$ cat src/rtl/tri_bus_pkg.sv
// Shared constants for the tri_bus_arbiter slice.
// Provides the arbiter FSM state encoding, the default data width and
// helpers that size the hold counter and the source-index pointer.
package tri_bus_pkg;

  typedef enum logic [1:0] {
    StIdle  = 2'd0,
    StGrant = 2'd1,
    StTurn  = 2'd2
  } state_e;

  localparam int unsigned DefaultWidth = 4;

  // Counter must be able to hold the value max_hold itself.
  function automatic int unsigned cnt_width(int unsigned max_hold);
    return $clog2(max_hold + 1);
  endfunction

  // Index width, never zero so single-source builds still elaborate.
  function automatic int unsigned idx_width(int unsigned n);
    return (n > 1) ? $clog2(n) : 1;
  endfunction

endpackage

$ cat src/rtl/tri_bus_arbiter_rr_pick.sv
// rr_pick: combinational round-robin selector.
// Ports:
//   req   - per-source request vector
//   last  - index of the previous owner
//   idx   - winning source index (first set req bit after last, wrapping)
//   valid - at least one request is set
module rr_pick
  import tri_bus_pkg::*;
#(
  parameter int unsigned N_SRC = 4,
  localparam int unsigned IdxW = idx_width(N_SRC)
) (
  input  logic [N_SRC-1:0] req,
  input  logic [IdxW-1:0]  last,
  output logic [IdxW-1:0]  idx,
  output logic             valid
);

  logic [IdxW-1:0] cand;

  always_comb begin
    idx   = '0;
    valid = 1'b0;
    cand  = '0;
    // Offsets 1..N_SRC visit last+1 first and last itself at the very end.
    for (int unsigned off = 1; off <= N_SRC; off++) begin
      cand = IdxW'((32'(last) + off) % N_SRC);
      if (!valid && req[cand]) begin
        valid = 1'b1;
        idx   = cand;
      end
    end
  end

endmodule

$ cat src/rtl/tri_bus_arbiter.sv
// tri_bus_arbiter: round-robin owner arbiter feeding a tristate bus buffer.
// Grants one requester at a time, forwards its data, caps tenure at
// MAX_HOLD cycles and forces one all-off cycle between owners so two
// drivers are never enabled together.
// Ports:
//   clk     - clock, rising edge
//   reset   - synchronous, active-high
//   req     - per-source request (level)
//   data_in - packed source data, source i at [i*WIDTH +: WIDTH]
//   gnt     - registered one-hot-or-zero grant
//   tri_en  - registered buffer enable (== |gnt)
//   tri_in  - registered owner data, zero when no owner
module tri_bus_arbiter
  import tri_bus_pkg::*;
#(
  parameter int unsigned N_SRC    = 4,
  parameter int unsigned WIDTH    = DefaultWidth,
  parameter int unsigned MAX_HOLD = 4
) (
  input  logic                     clk,
  input  logic                     reset,
  input  logic [N_SRC-1:0]         req,
  input  logic [N_SRC*WIDTH-1:0]   data_in,
  output logic [N_SRC-1:0]         gnt,
  output logic                     tri_en,
  output logic [WIDTH-1:0]         tri_in
);

  localparam int unsigned IdxW = idx_width(N_SRC);
  localparam int unsigned CntW = cnt_width(MAX_HOLD);

  state_e            state_q, state_d;
  logic [IdxW-1:0]   ptr_q, ptr_d;
  logic [CntW-1:0]   cnt_q, cnt_d;
  logic [N_SRC-1:0]  gnt_q, gnt_d;
  logic              en_q, en_d;
  logic [WIDTH-1:0]  tin_q, tin_d;

  logic [IdxW-1:0]   pick_idx;
  logic              pick_valid;
  logic              grant_d;
  logic [IdxW-1:0]   sel_idx;
  logic [WIDTH-1:0]  sel_data;

  rr_pick #(
    .N_SRC (N_SRC)
  ) u_rr_pick (
    .req   (req),
    .last  (ptr_q),
    .idx   (pick_idx),
    .valid (pick_valid)
  );

  // Next-state logic. grant_d marks that the next state is GRANT, which is
  // the only state whose registered outputs are non-zero.
  always_comb begin
    state_d = state_q;
    ptr_d   = ptr_q;
    cnt_d   = cnt_q;
    grant_d = 1'b0;
    sel_idx = ptr_q;
    case (state_q)
      StIdle, StTurn: begin
        if (pick_valid) begin
          state_d = StGrant;
          ptr_d   = pick_idx;
          cnt_d   = CntW'(1);
          grant_d = 1'b1;
          sel_idx = pick_idx;
        end else begin
          state_d = StIdle;
          cnt_d   = '0;
        end
      end
      StGrant: begin
        // Other requests are not looked at until the tenure ends.
        if (!req[ptr_q] || (cnt_q == CntW'(MAX_HOLD))) begin
          state_d = StTurn;
          cnt_d   = '0;
        end else begin
          cnt_d   = cnt_q + CntW'(1);
          grant_d = 1'b1;
        end
      end
      default: begin
        // Unreachable encoding: fall back to IDLE with outputs off.
        state_d = StIdle;
        cnt_d   = '0;
      end
    endcase
  end

  // Data mux for the owner (new winner on a granting edge, else current).
  always_comb begin
    sel_data = '0;
    for (int unsigned i = 0; i < N_SRC; i++) begin
      if (sel_idx == IdxW'(i)) begin
        sel_data = data_in[i*WIDTH +: WIDTH];
      end
    end
  end

  always_comb begin
    gnt_d = '0;
    if (grant_d) begin
      gnt_d[sel_idx] = 1'b1;
    end
    en_d  = grant_d;
    tin_d = grant_d ? sel_data : '0;
  end

  always_ff @(posedge clk) begin
    if (reset) begin
      state_q <= StIdle;
      ptr_q   <= IdxW'(N_SRC - 1);
      cnt_q   <= '0;
      gnt_q   <= '0;
      en_q    <= 1'b0;
      tin_q   <= '0;
    end else begin
      state_q <= state_d;
      ptr_q   <= ptr_d;
      cnt_q   <= cnt_d;
      gnt_q   <= gnt_d;
      en_q    <= en_d;
      tin_q   <= tin_d;
    end
  end

  assign gnt    = gnt_q;
  assign tri_en = en_q;
  assign tri_in = tin_q;

endmodule

$ cat config.mk
export PLATFORM = sky130hd
export DESIGN_NAME = tri_bus_arbiter
export DESIGN_NICKNAME = d
export VERILOG_FILES = /design/src/rtl/tri_bus_pkg.sv /design/src/rtl/tri_bus_arbiter_rr_pick.sv /design/src/rtl/tri_bus_arbiter.sv
export SDC_FILE = /design/constraint.sdc
export NUM_CORES = 1
export LEC_CHECK = 0
export CORE_MARGIN = 2
export CORE_UTILIZATION = 44
export CTS_BUF_LIST = sky130_fd_sc_hd__clkbuf_2 sky130_fd_sc_hd__clkbuf_4 sky130_fd_sc_hd__clkbuf_8
export CTS_CLUSTER_DIAMETER = 150
export DETAILED_ROUTE_END_ITERATION = 8
export PLACE_DENSITY = 0.77
export SYNTH_ARGS = -nofsm -noshare
export SYNTH_HDL_FRONTEND = slang
export SYNTH_SLANG_ARGS = --single-unit
$ cat constraint.sdc
create_clock -name clk -period 2.1 [get_ports clk]
set_input_delay 0.42 -clock clk [delete_from_list [all_inputs] [get_ports clk]]
set_output_delay 0.42 -clock clk [all_outputs]
set_load 0.005 [all_outputs]
# Yosys cells after proc, flatten, opt, wreduce, memory -nomap -nowiden
# Index checks and enable logic that the tools add are counted.
# totals
reg_bits,16
in_bits,22
out_inout_bits,9
# classes
n_addsub,5
n_lt_le_gt_ge,7
n_eq_ne,7
mux,35
bitwise_logic,1
n_reduce_logical,13
# ops
operator,count
$lt A2 B3 Y1 const B,6
$mux W4,4
$mux W1,14
$mux W2,7
$bmux W1 S2,5
$eq A2 B2 Y1 const B,3
$pmux W3 S2,1
$add A2 B1 Y2 const B,2
$add A2 B2 Y2 const B,2
$eq A2 B1 Y1 const B,2
$logic_and A1 B1 Y1,4
$logic_not A1 Y1,4
$logic_not A2 Y1,2
$pmux W2 S2,1
$reduce_or A2 Y1,2
$add A3 B1 Y3 const B,1
$eq A3 B3 Y1 const B,1
$mux W3,1
$demux W1 S2,1
$ge A2 B1 Y1 const B,1
$ne A2 B2 Y1 const B,1
$pmux W1 S2,1
$logic_or A1 B1 Y1,1
$not A1 Y1,1

# Depth between registers and ports, before layout
# Gate-level depths: netlist of the first run.
# depth
depth_word,20
mapped_depth,8
ltp_nobuf,7

# Cells and area by module
# A second synthesis of the first run with hierarchy kept.
# hier_totals
cells_unflattened,85
hier_area_um2,828.3
# by_module_without_submodules
module,n_inst,cells_per_inst,area_per_inst_um2,seq_area_each_um2
tri_bus_arbiter,1,71,737.0,320.3
rr_pick,1,14,91.3,0.0

# Worst setup path before layout of the first run
# Ideal clock, no wire load.
# synth_timing
path_type,reg2reg
startpoint,register ptr_q[1]
endpoint,"register tin_q[0], in the netlist tri_in[0]"
arrival_ns,1.603
required_ns,1.975
slack_ns,0.373
stages_incl_launch_ff,9
cell_sequence,dfxtp_1 buf_6 nor3b_1 a221oi_4 o211ai_1 a32o_2 buf_6 mux2i_1 o22ai_1
# synth_via
elab_chain_cells,20
elab_cells_between_ends,45
cone_classes,add/sub: 4; eq/ne: 3; mux: 27; bitwise: 1; reduce/logical: 10
# synth_rtl
item,line_no,text
from (decl),tri_bus_arbiter.sv:33,"logic [IdxW-1:0] ptr_q, ptr_d;"
from (signal assigned),tri_bus_arbiter.sv:115,ptr_q <= IdxW'(N_SRC - 1);
from (signal assigned),tri_bus_arbiter.sv:122,ptr_q <= ptr_d;
$add A2 B1 Y2,tri_bus_arbiter_rr_pick.sv:27,cand = IdxW'((32'(last) + off) % N_SRC);
$bmux W1 S2,tri_bus_arbiter_rr_pick.sv:28,if (!valid && req[cand]) begin
$mux W1 (implied by the code),tri_bus_arbiter_rr_pick.sv:28,
$mux W1,tri_bus_arbiter_rr_pick.sv:28,
$logic_not A1 Y1,tri_bus_arbiter_rr_pick.sv:28,
$logic_and A1 B1 Y1,tri_bus_arbiter_rr_pick.sv:28,
$mux W1,tri_bus_arbiter_rr_pick.sv:28,
$logic_not A1 Y1,tri_bus_arbiter_rr_pick.sv:28,
$logic_and A1 B1 Y1,tri_bus_arbiter_rr_pick.sv:28,
$mux W1,tri_bus_arbiter_rr_pick.sv:28,
$logic_not A1 Y1,tri_bus_arbiter_rr_pick.sv:28,
$logic_and A1 B1 Y1,tri_bus_arbiter_rr_pick.sv:28,
$mux W2 / $mux W1 (equally long branches),tri_bus_arbiter_rr_pick.sv:28,
$mux W2,n/a,
$mux W2,tri_bus_arbiter.sv:62,case (state_q)
$logic_not A2 Y1,tri_bus_arbiter.sv:97,if (sel_idx == IdxW'(i)) begin
$mux W4 (4 in series),tri_bus_arbiter.sv:97,
to (signal assigned),tri_bus_arbiter.sv:126,tin_q <= tin_d;
to (decl),tri_bus_arbiter.sv:37,"logic [WIDTH-1:0] tin_q, tin_d;"
# Parallel ways exist; a longest one is shown, timed or not. The select of a mux whose other input is x is not followed.
# A chain may end at the register's enable or synchronous reset.

# Worst setup path after layout of the first run
# layout_timing
startpoint,register ptr_q[0]
endpoint,"register tin_q[1], in the netlist tri_in[1]"
# The elaborated chain is that of the path after synthesis.

==> flow_metrics.py, run 1 <==
metrics = {
    "worst_setup_path": {
        "crit_buf_inv": 0,
        "worstPathCellList": "mux2i_2, a221oi_4, o211ai_1, a32o_2, mux2i_1, o22ai_1",
        "cp_top_family": "compound AO/OA/AOI/OAI gates",
        "critPathMaxFanout": 9,
        "critPathLaunchType": "flip-flop",
        "worstSetupPathType": "flip-flop to flip-flop",
        "timing.rr.start": "ptr_q[0]",
        "worstSetupPathDepth": 6,
        "cpPeakStageDelay_ns": 0.54,
        "r2r_slack_ns": 0.15,
        "worst_setup_path_end_kind": "flip-flop",
        "r2r_cells": 6,
        "crit_slowest_cell": "dfxtp_1",
        "rr_endpoint": "tri_in[1]",
        "arrival_ns": 2.10,
        "worst_ep_required_time_ns": 2.26,
    },
    "synthesis": {
        "yosys_warnings": 0,
        "synthArstFlopShare_pct": 0,
        "synth_area_leaders": "dfxtp_1 (40%), mux2i_1 (9.9%), buf_6 (4.2%), a221oi_4 (3.3%), nor2_1 (3.3%)",
        "synth.distinct_cells": 29,
        "synth.most_common_cell": "dfxtp_1",
        "yosysSeqAreaShare_pct": 39.7,
        "netlist_area_um2": 807,
        "synthCells": 81,
        "yosys.area.top_type": "dfxtp_1",
        "yosysTopAreaCellShare_pct": 39.7,
        "ys_top_cells_by_count": "dfxtp_1 (16), mux2i_1 (8), nor2_1 (7)",
        "synth_edf_count": 0,
        "synth_nets": 105,
        "ys_seq_elements": 16,
        "synth.avg_cell_area_um2": 9.96,
        "synthFlopType": "dfxtp_1",
    },
    "grt": {
        "grt_pass1_wl_um": 2850,
        "grt_max_degree": 11,
        "antenna_found_initial": 0,
        "grt-ovfl-total": 0,
        "grt_use_total_pct": 18.1,
        "first_global_vias": 706,
    },
    "sta": {
        "hold_violations": 0,
        "rsz0062_at_grt": "no",
        "slew_viol_final": 0,
        "fin_crit_sh_pct": 92.6,
        "max_freq_mhz": 514,
        "relSlewSlack_pct": 77.1,
        "setup_viol": 0,
        "skew_ns": 0.00768,
        "period_needed_ns": 1.95,
        "worst_slew_pin_slew_ns": 0.340,
    },
    "clock_network": {
        "cts.clk_slew.worst_paths_ns": 0.09,
        "clk_path_buf_depth": 2,
        "root_buffer": "clkbuf_4",
        "clk_latency_ns": 0.28,
        "cts-htree-levels": 1,
        "cts_hold_buf": 0,
        "cts_made_buffers": 3,
        "cts.sinks": 16,
        "cts_tree": "built",
    },
    "cells_and_area": {
        "multi_input_area_um2": 449,
        "num-fill-cells": 131,
        "n_antenna_cell": 0,
        "syn2layout_area_growth_pct": 51.2,
        "design_area_mm2": 0.00122,
        "seqCellArea_um2": 322,
        "nets": 146,
        "drive_above_1_share_pct": 15.7,
    },
    "routing": {
        "drtIter0Drc": 15,
        "drt_pass1_iterations": 4,
        "vias": 728,
        "drt_wl_total_um": 1680,
        "route.detailed.drc": 0,
        "wire_per_inst_um": 11.5,
        "viasPerCell": 4.99,
        "detail-route-antenna-nets": 0,
    },
    "die": {
        "io_pins": 31,
        "die_area_mm2": 0.00219,
        "num_rows": 15,
        "initial_core_util_pct": 46.7,
        "core_mm2": 0.00173,
        "dieHeight_um": 46.8,
        "die_w_um": 46.8,
    },
    "power_and_ir_drop": {
        "power_w": 0.00113,
        "ir_drop_v": 0.000672,
        "p_leak_nw": 0.530,
        "power.density_mw_per_mm2": 927,
    },
    "placement": {
        "portBuffers": 30,
        "place_congestion": 0.830,
        "hpwl_um": 1250,
        "post_dp_cell_area_mm2": 0.00116,
    },
    "hold_path": {
        "hp-start": "state_q[1]",
        "min_path_cells": 2,
        "min_path_type": "flip-flop to flip-flop",
        "holdPathEnd": "cnt_q[0]",
    },
    "status": {
        "status": "complete, no violations",
    },
    "job": {
        "max_cap_viol_count": 0,
    },
}
report_power, final:
| group | switching, W | total (W) | internal, W |
|---|---|---|---|
| Sequential | 0.0000541 | 0.000437 | 0.000383 |
| Clock | 0.0000896 | 0.000195 | 0.000105 |
| Combinational | 0.000202 | 0.000500 | 0.000298 |
metal layers:
layer	up-vias	share of wire (%)	global-route usage (%)
li1	373	-	-
met1	326	44	22.2
met2	27	48	29.9
met3	2	7.8	5.77
met4	0	0.65	6.67
met5	-	0	0
cells by family after synthesis:
logic type / after synthesis / share of synthesized area (%)
buffers and inverters: 8 / 6.51
multiplexers: 10 / 14.4
AND/OR/NAND/NOR: 26 / 18.3
XOR/XNOR: 2 / 2.17
flip-flops: 16 / 39.7
AO/OA/AOI/OAI: 17 / 15.8
adder cells (fa/ha/maj): 2 / 3.10
cell usage in the layout, fill, tap and decap left out, types with 2 or more instances in the layout:
cell type        synthesis  layout
dfxtp_1                 16      15
buf_4                    0       8
clkbuf_4                 0       3
inv_1                    5       5
a21oi_1                  3       3
nor3_1                   2       2
nand2b_1                 2       2
a31oi_1                  2       2
nand2_1                  5       5
nor2b_1                  2       2
o22ai_1                  4       4
nor2_1                   7       7
xnor2_1                  2       2
clkdlybuf4s50_1          0      26
o21ai_0                  3       3
ha_1                     2       2
dlymetal6s2s_1           0       2
nand3_1                  2       2
dlygate4sd2_1            0       2
mux2i_1                  8       8
registers in the layout, indices dropped and copies added, names as in the netlist:
| name | count |
|---|---|
| tri_in | 4 |
| ptr_q | 2 |
| state_q | 2 |
| tri_en | 1 |
| gnt | 4 |
| cnt_q | 3 |
worst register-to-register path, cell delays in order (launching register included):
cell	delay, ns
dfxtp_1	0.54
mux2i_2	0.14
a221oi_4	0.32
o211ai_1	0.19
a32o_2	0.35
mux2i_1	0.18
o22ai_1	0.10
how the worst max path moves through the flow:
stage              from         to  slack [ns]
3_3_place_gp     req[3]  tri_in[2]       -0.24
4_1_cts          req[0]  tri_in[1]        0.06
6_report       ptr_q[0]  tri_in[1]        0.15
3_5_place_dp     req[3]  tri_in[1]       -0.33
5_1_grt        ptr_q[0]  tri_in[0]       0.009
2_1_floorplan  ptr_q[1]  tri_in[0]        0.37
final cells by class:
| cell class | count | share of cell area [%] |
|---|---|---|
| clock buffers | 4 | 2.97 |
| repair buffers | 38 | 29.7 |
| well taps | 25 | 2.56 |
| inverters | 5 | 1.54 |
| flip-flops and latches | 16 | 26.4 |
| multi-input cells | 58 | 36.8 |
metrics by stage:
stage | setup WS (ns) | utilization [%] | TNS [ns] | hold slack (ns) | std cells
finish | 0.154 | 70.7 | 0 | 0.527 | 146
global route | 0.00943 | 70.7 | 0 | 0.558 | 146
CTS | 0.0602 | 69.6 | 0 | 0.530 | 145
detailed placement | -0.331 | 67.0 | -2.42 | 0.511 | 140
global placement | -0.238 | 67.0 | -1.74 | 0.510 | 140
floorplan | 0.373 | - | 0 | 0.489 | 81
timing repair:
action	4_1_cts	5_1_grt
gates cloned	1	0
gates resized for setup	2	4
pin swaps	1	3
setup endpoints to repair	3	6
setup buffers	0	1
Power figures use the tool's default switching activity.
==> run 2, diff against run 1 <==
--- a/config.mk
+++ b/config.mk
@@ -11,6 +11,7 @@
 export CTS_CLUSTER_DIAMETER = 150
 export DETAILED_ROUTE_END_ITERATION = 8
 export PLACE_DENSITY = 0.77
+export SLEW_MARGIN = 10
 export SYNTH_ARGS = -nofsm -noshare
 export SYNTH_HDL_FRONTEND = slang
 export SYNTH_SLANG_ARGS = --single-unit
==> results of run 2 <==
Same layout as run 1: the final DEF is identical, and so are final timing and power.
